### src/rtl/redirect_pkg.sv
// Shared definitions for the redirect sequencer: FSM encoding, interrupt
// source tags and the default Z80 vector addresses.
package redirect_pkg;

    typedef enum logic [1:0] {
        IDLE      = 2'd0,
        PAGE_WAIT = 2'd1,
        INT_WAIT  = 2'd2,
        VECTOR    = 2'd3
    } state_t;

    localparam logic INT_SRC = 1'b0;
    localparam logic NMI_SRC = 1'b1;

    localparam logic [15:0] DEFAULT_INT_VECTOR = 16'h0038;
    localparam logic [15:0] DEFAULT_NMI_VECTOR = 16'h0066;

endpackage

### src/rtl/irq_enable_ff.sv
// Z80 interrupt enable flip-flops IFF1/IFF2 plus the one-instruction EI shadow.
// An interrupt acknowledge takes precedence over EI/DI/RETN in the same cycle.
module irq_enable_ff (
    input  logic clk,
    input  logic reset,
    input  logic stall,
    input  logic ei,
    input  logic di,
    input  logic retn,
    input  logic eoi,
    input  logic ack,
    input  logic ack_nmi,
    output logic iff1,
    output logic iff2,
    output logic ei_delay
);

    // NOTE: state flops use non-blocking assignments so every update in this
    // block sees the pre-edge values (iff2 <= iff1 reads the old iff1).
    always_ff @(posedge clk) begin
        if (reset) begin
            iff1     <= 1'b0;
            iff2     <= 1'b0;
            ei_delay <= 1'b0;
        end else if (!stall) begin
            if (ack) begin
                if (ack_nmi) begin
                    iff2 <= iff1;
                    iff1 <= 1'b0;
                end else begin
                    iff1 <= 1'b0;
                    iff2 <= 1'b0;
                end
                if (eoi) ei_delay <= 1'b0;
            end else if (ei) begin
                // The EI shadow survives an EOI in the EI cycle itself.
                iff1     <= 1'b1;
                iff2     <= 1'b1;
                ei_delay <= 1'b1;
            end else begin
                if (eoi) ei_delay <= 1'b0;
                if (di) begin
                    iff1 <= 1'b0;
                    iff2 <= 1'b0;
                end else if (retn) begin
                    iff1 <= iff2;
                end
            end
        end
    end

endmodule

### src/rtl/redirect_sequencer.sv
// Arbitrates paging and interrupt flush requests toward the flush unit and,
// after an interrupt service redirect, issues a one-shot vector fetch.
module redirect_sequencer
    import redirect_pkg::*;
#(
    parameter logic [15:0] INT_VECTOR = DEFAULT_INT_VECTOR,
    parameter logic [15:0] NMI_VECTOR = DEFAULT_NMI_VECTOR
) (
    input  logic        clk,
    input  logic        reset,
    input  logic        irq_line,
    input  logic        nmi_in,
    input  logic        paging_write,
    input  logic        ei_exe,
    input  logic        di_exe,
    input  logic        retn_exe,
    input  logic        EOI_EXE_stage,
    input  logic        br_taken,
    input  logic        mem_pipe_stall,
    input  logic        PCupdate,
    input  logic [15:0] targetPC,
    output logic        paging_RQ,
    output logic        interrupt_RQ,
    output logic        vector_valid,
    output logic [15:0] vector_pc,
    output logic [15:0] ret_pc,
    output logic        int_ack,
    output logic        iff1,
    output logic        iff2
);

    state_t      state_q, state_d;
    logic        int_src_q, int_src_d;
    logic        nmi_prev_q, nmi_pend_q, page_pend_q;
    logic [15:0] ret_pc_q;
    logic        ei_delay;
    logic        capture_ret, page_clear;

    // Live events are OR-ed with their pending flops so arbitration reacts
    // in the same cycle the event arrives.
    logic nmi_rise, page_req, nmi_req, int_eligible, vector_fire;
    assign nmi_rise     = nmi_in & ~nmi_prev_q;
    assign page_req     = page_pend_q | paging_write;
    assign nmi_req      = nmi_pend_q | nmi_rise;
    assign int_eligible = irq_line & iff1 & ~ei_delay;
    assign vector_fire  = (state_q == VECTOR) & ~mem_pipe_stall;

    // NOTE: every always_comb output gets a default first, so no path leaves
    // a signal unassigned and no latch is inferred.
    always_comb begin
        state_d     = state_q;
        int_src_d   = int_src_q;
        capture_ret = 1'b0;
        page_clear  = 1'b0;
        if (!mem_pipe_stall) begin
            unique case (state_q)
                IDLE: begin
                    if (page_req) begin
                        state_d = PAGE_WAIT;
                    end else if (nmi_req) begin
                        state_d   = INT_WAIT;
                        int_src_d = NMI_SRC;
                    end else if (int_eligible) begin
                        state_d   = INT_WAIT;
                        int_src_d = INT_SRC;
                    end
                end
                PAGE_WAIT: begin
                    if (PCupdate) begin
                        state_d    = IDLE;
                        page_clear = 1'b1;
                    end
                end
                INT_WAIT: begin
                    if (page_req) begin
                        state_d = PAGE_WAIT;
                    end else if (PCupdate && !br_taken) begin
                        state_d     = VECTOR;
                        capture_ret = 1'b1;
                    end else if (int_src_q == INT_SRC && !int_eligible) begin
                        state_d = IDLE;
                    end
                end
                VECTOR:  state_d = IDLE;
                default: state_d = IDLE;
            endcase
        end
    end

    always_ff @(posedge clk) begin
        if (reset) begin
            state_q     <= IDLE;
            int_src_q   <= INT_SRC;
            nmi_prev_q  <= 1'b0;
            nmi_pend_q  <= 1'b0;
            page_pend_q <= 1'b0;
            ret_pc_q    <= 16'h0000;
        end else begin
            state_q     <= state_d;
            int_src_q   <= int_src_d;
            nmi_prev_q  <= nmi_in;
            // Capture stays live during stalls; a new event beats a clear.
            page_pend_q <= paging_write | (page_pend_q & ~page_clear);
            nmi_pend_q  <= nmi_rise |
                           (nmi_pend_q & ~(vector_fire & (int_src_q == NMI_SRC)));
            if (capture_ret) ret_pc_q <= targetPC;
        end
    end

    irq_enable_ff u_irq_enable_ff (
        .clk      (clk),
        .reset    (reset),
        .stall    (mem_pipe_stall),
        .ei       (ei_exe),
        .di       (di_exe),
        .retn     (retn_exe),
        .eoi      (EOI_EXE_stage),
        .ack      (vector_fire),
        .ack_nmi  (int_src_q == NMI_SRC),
        .iff1     (iff1),
        .iff2     (iff2),
        .ei_delay (ei_delay)
    );

    assign paging_RQ    = (state_q == PAGE_WAIT);
    assign interrupt_RQ = (state_q == INT_WAIT);
    assign vector_valid = (state_q == VECTOR);
    assign int_ack      = (state_q == VECTOR);
    assign vector_pc    = (state_q != VECTOR)       ? 16'h0000 :
                          (int_src_q == NMI_SRC)    ? NMI_VECTOR : INT_VECTOR;
    assign ret_pc       = ret_pc_q;

endmodule
### config.mk
export PLATFORM = sky130hd
export DESIGN_NAME = redirect_sequencer
export DESIGN_NICKNAME = d
export VERILOG_FILES = /design/src/rtl/redirect_pkg.sv /design/src/rtl/irq_enable_ff.sv /design/src/rtl/redirect_sequencer.sv
export SDC_FILE = /design/constraint.sdc
export NUM_CORES = 1
export LEC_CHECK = 0
export CORE_ASPECT_RATIO = 0.5
export CORE_MARGIN = 1
export CORE_UTILIZATION = 30
export DETAILED_ROUTE_END_ITERATION = 10
export GPL_TIMING_DRIVEN = 0
export HOLD_SLACK_MARGIN = 0.12
export PLACE_DENSITY = 0.71
export SLEW_MARGIN = 10
export SYNTH_ARGS = -nofsm -noshare
export SYNTH_HDL_FRONTEND = slang
export SYNTH_SLANG_ARGS = --single-unit
### constraint.sdc
create_clock -name clk -period 3.2 [get_ports clk]
set_clock_uncertainty 0.05 [all_clocks]
set_input_delay 0.48 -clock clk [delete_from_list [all_inputs] [get_ports clk]]
set_output_delay 0.48 -clock clk [all_outputs]
set_load 0.05 [all_outputs]
Word-level counts from Yosys, hierarchy flattened --
Cells that the tools add are included.
Operators by class: $lt $le $gt $ge 0, multiply operators 0, eq/ne operators 7, mux-type cells 30, reduce and logical (&&, ||, !) cells 12, div/mod/pow operators 0, add/sub/neg operators 0, bitwise logic cells 18, shift operators 0
Operators with widths (number):
- 1-bit two-way mux | 20
- 2-bit two-way mux | 7
- 7-bit two-way mux | 2
- 2-bit case mux with 4 select lines | 1
- 4-bit AND reduction | 2
- 1-bit bitwise AND | 7
- 1-bit NOT | 7
- 2-bit == test (second input constant) | 2
- 2-bit inequality test (second input constant) | 2
- 4-bit by 1-bit inequality test with 1-bit output (second input constant) | 1
- 4-bit inequality test (second input constant) | 1
- 1-bit OR | 4
- 2-bit AND reduction | 2
- 4-bit nonzero test | 1
- 3-bit nonzero test | 1
- 2-bit by 1-bit == test with 1-bit output (second input constant) | 1
- 1-bit logical AND | 2
- 1-bit zero test | 2
- 2-bit zero test | 1
- 2-bit nonzero test | 1
Word-level totals: bits of input ports 28, output and inout port bits 38, memory bits (writable) 0, logic and storage cells 76, memories 0, memory bits (read-only) 0, bits in latches 0, bits in registers 25

Longest topological paths before layout --
depth in word-level cells 8, gate-level depth with buffers 4, gate-level depth less buffers 3

Modules after synthesis --
Synthesis repeated with hierarchy kept, for this count alone.
Unflattened totals: cell total of the unflattened synthesis 132, area, all modules 1236.2 um2
Modules (own cells, without submodules):
- redirect_sequencer | seq. area each 440.4 um2, area an instance 1076.0 um2, instances 1, cells an instance 113
- irq_enable_ff | seq. area each 60.1 um2, area an instance 160.2 um2, instances 1, cells an instance 19

Least setup slack after synthesis --
No wires, ideal clock.
kind register -> output, start register state_q[1], end output port vector_pc[4], data arrival time 1791 ps, cell stages (with the launch flop) 5, setup slack 879 ps, path buffers 2, data required time 2670 ps, cell sequence dfxtp_1 -> clkbuf_1 -> nand2_1 -> nor2_1 -> buf_4
Between the ends: longest elaborated chain between the ends 2
RTL lines:
- start, declared | RTL line redirect_sequencer.sv:32 | state_t state_q, state_d;
- start signal, assigned | RTL line redirect_sequencer.sv:99 | state_q <= state_d;
- 2-bit inequality test | RTL line redirect_sequencer.sv:129 | assign vector_pc = (state_q != VECTOR) ? 16'h0000 :
- 7-bit two-way mux | RTL line redirect_sequencer.sv:129
- end, declared | RTL line redirect_sequencer.sv:25 | output logic [15:0] vector_pc,
Every way passes these cells.

Final worst setup path --
Same ends and word-level chain as after synthesis.

==> impl_metrics.env <==
export IMPL_outcome="complete, no violations"
export IMPL_top_usage_layer="met2"
export IMPL_ys_warnings_count=0
export IMPL_rr_startpoint="state_q[0]"
export IMPL_p_sw_uw=184.0
export IMPL_cp_required_ns=2.67
export IMPL_postSynthCellCount=149
export IMPL_die_area_sq_um=4518
export IMPL_nNetsFinal=246
export IMPL_ys_seq_area_share_pct=39.37
export IMPL_drt_iter0_markers=30
export IMPL_track_usage_pct=13.62
export IMPL_yosys_top_cells_count="nand2_1 (35), dfxtp_1 (25), mux2i_1 (16)"
export IMPL_post_drt_wl_per_cell_um=10.85
export IMPL_finalCritPeriodShare_pct=87.57
export IMPL_switching_share_pct=28.15
export IMPL_drive_above_1_share_pct=9.677
export IMPL_drtAntennaViolNets=0
export IMPL_placementRows=16
export IMPL_tightest_slew_ns=0.5191
export IMPL_leakage_nw=0.7808
export IMPL_ios=66
export IMPL_reg2regPathDepth=4
export IMPL_synth_edff_count=0
export IMPL_die_y_um=48.03
export IMPL_end_kind="primary output"
export IMPL_netlist_area_sq_um=1271
export IMPL_drt_total_wl_um=2940
export IMPL_clk_insertion_delay_late_ns=0.27
export IMPL_clk_pin_slew_ns=0.09
export IMPL_use_met3_pct=3.492
export IMPL_rrSetupSlack_ns=1.52
export IMPL_core_sq_um=3984
export IMPL_worstPathArrival_ns=2.27
export IMPL_antenna_found_initial=0
export IMPL_clkSinkCount=25
export IMPL_grt_first_pass_wirelength_um=4602
export IMPL_reg2reg_to="ret_pc[15]"
export IMPL_min_delay_path_depth=2
export IMPL_grt_start_max_net_pins=14
export IMPL_critical_path_top_delay_family="buffers and inverters"
export IMPL_antenna_cells=0
export IMPL_cp_start_kind="flop"
export IMPL_grt_pass1_vias=1027
export IMPL_drc=0
export IMPL_slew_viol_final=0
export IMPL_min_to="ret_pc[14]"
export IMPL_viasPerCell=4.395
export IMPL_die_w_um=94.06
export IMPL_cts_buffer_depth=2
export IMPL_power_density_nw_per_um2=332.1
export IMPL_p_total_uw=653.5
export IMPL_cp_slowest_cell="clkdlybuf4s50_1"
export IMPL_start_util_pct=31.91
export IMPL_hold_path_class="flop to flop"
export IMPL_cts_tree="built"
export IMPL_fmax_ghz=0.3568
export IMPL_grt_use_met1_pct=15.53
export IMPL_setup_violations=0
export IMPL_max_vdd_ir_drop_uv=115.5
export IMPL_fin_crit_ns=2.802
export IMPL_async_flop_share_pct=0
export IMPL_synth_top_area_cell="dfxtp_1"
export IMPL_maxCapViolCount=0
export IMPL_post_cts_repair_setup_buffers=0
export IMPL_ctsResizeCount=0
export IMPL_cts_max_level=1
export IMPL_max_stage_delay_ns=0.78
export IMPL_synth_top_cell_area_share_pct=39.37
export IMPL_vias=1191
export IMPL_critical_path_max_fanout=10
export IMPL_cts_root_buf="clkbuf_8"
export IMPL_power_frac_seq_pct=49.7
export IMPL_dpl_hpwl_um=2250
export IMPL_area_growth_pct=54.82
export IMPL_grt_setup_unrepaired="false"
export IMPL_combPwrFrac_pct=21.6
export IMPL_crit_buf_inv=3
export IMPL_ys_seq_elements=25
export IMPL_port_buffers=55
export IMPL_crit_chain="clkbuf_1 -> nand2_1 -> nor2_1 -> buf_4 -> clkdlybuf4s50_1"
export IMPL_synth_area_leaders="dfxtp_1 (39%), mux2i_1 (13%), nand2_1 (10%)"
export IMPL_cts_buffers=3
export IMPL_synth_cell_type_count=33
export IMPL_drt_pass1_iterations=4
export IMPL_holdBufCountCts=0
export IMPL_timing_setup_tns_ns=0
export IMPL_hold_violations=0
export IMPL_synth_main_ff_cell="dfxtp_1"
export IMPL_path_class="flop to primary output"
export IMPL_use_met2_pct=26.13
export IMPL_clkPwrFrac_pct=28.6
export IMPL_overflow=0
export IMPL_timing_slew_headroom_pct=65.29
export IMPL_syn_area_per_cell_sq_um=8.532
export IMPL_p_int_uw=469.6
export IMPL_yosysMostFrequentCell="nand2_1"
export IMPL_gp_congestion=0.8170
export IMPL_min_from="ret_pc[14]"
-- worst min-delay path, delay by kind of cell (launching register included) --
family        cells  cell delay, ns
flops             1            0.31
simple gates      1            0.05
mux               1            0.05
-- flip-flops by register name, indices dropped and copies added (netlist names) --
register	count
ret_pc	16
nmi_prev_q	1
nmi_pend_q	1
page_pend_q	1
u_irq_enable_ff.iff1	1
state_q	2
u_irq_enable_ff.ei_delay	1
int_src_q	1
u_irq_enable_ff.iff2	1
-- layout make-up --
| class | count | area (sq um) |
|---|---|---|
| Multi-Input combinational cell | 105 | 626.9 |
| Inverter | 5 | 18.77 |
| Sequential cell | 25 | 500.5 |
| Fill cell | 377 | 2016 |
| Tap cell | 54 | 67.56 |
| Clock buffer | 4 | 45.04 |
| Buffer | 23 | 158.9 |
| Timing Repair Buffer | 55 | 550.5 |
-- layer usage --
metal / wire, um / share of wire, % / up-vias
met1: 1337 / 45 / 535
met4: 0 / 0 / 0
met5: 0 / 0 / -
met3: 146 / 5.0 / 0
li1: - / - / 617
met2: 1455 / 49 / 39
-- cell usage in the layout, fill, tap and decap left out, types with 2 or more instances in the layout --
cell and instances:
conb_1 10, clkbuf_8 3, o21ai_0 5, nor2b_1 5
mux2i_1 16, nand2_1 35, nor2_1 6, buf_4 15
clkbuf_1 6, inv_1 5, buf_1 2, dfxtp_1 25
clkdlybuf4s50_1 55, a21oi_1 7, and3b_1 2
-- power groups by stage --
stage	Clock [mW]	Combinational (mW)	Sequential [mW]
final	0.187	0.141	0.325
after global routing	0.206	0.152	0.327
after CTS	0.195	0.142	0.325
after detailed placement	0	0.141	0.332
after global placement	0	0.140	0.332
after floorplan	0	0.0817	0.338
-- worst max-delay path by stage --
stage          cells after the start       start      endpoint  slack [ns]
2_1_floorplan                      4  state_q[1]  vector_pc[4]        0.88
3_3_place_gp                       5  state_q[1]  vector_pc[4]        0.70
3_5_place_dp                       5  state_q[1]  vector_pc[4]        0.70
4_1_cts                            5  state_q[1]  vector_pc[4]        0.39
5_1_grt                            5  state_q[1]  vector_pc[4]        0.22
6_report                           5  state_q[1]  vector_pc[4]        0.40
-- through the flow --
stage / instance area, sq um / cells / hold WS (ns) / worst slack [ns] / utilization, %
global placement: 1923 / 267 / 0.3928 / 0.7000 / 48.27
floorplan: 1305 / 158 / 0.3949 / 0.8794 / -
global route: 1968 / 271 / 0.4262 / 0.2160 / 49.40
CTS: 1968 / 271 / 0.4100 / 0.3884 / 49.40
finish: 1968 / 271 / 0.4080 / 0.3977 / 49.40
detailed placement: 1923 / 267 / 0.3965 / 0.7008 / 48.27
-- cell families (layout without fill, tap and decap cells) --
family                 count (synthesis)  after routing  share of synthesized area (%)
and+or+nand+nor                       58             58                          23.03
AOI/OAI and AO/OA                     21             21                          10.73
other                                  1             10                         0.2950
buffers and inverters                 28             87                          13.98
DFF                                   25             25                          39.37
muxes                                 16             16                          12.60
No activity file was read; power rests on OpenSTA's default activity.
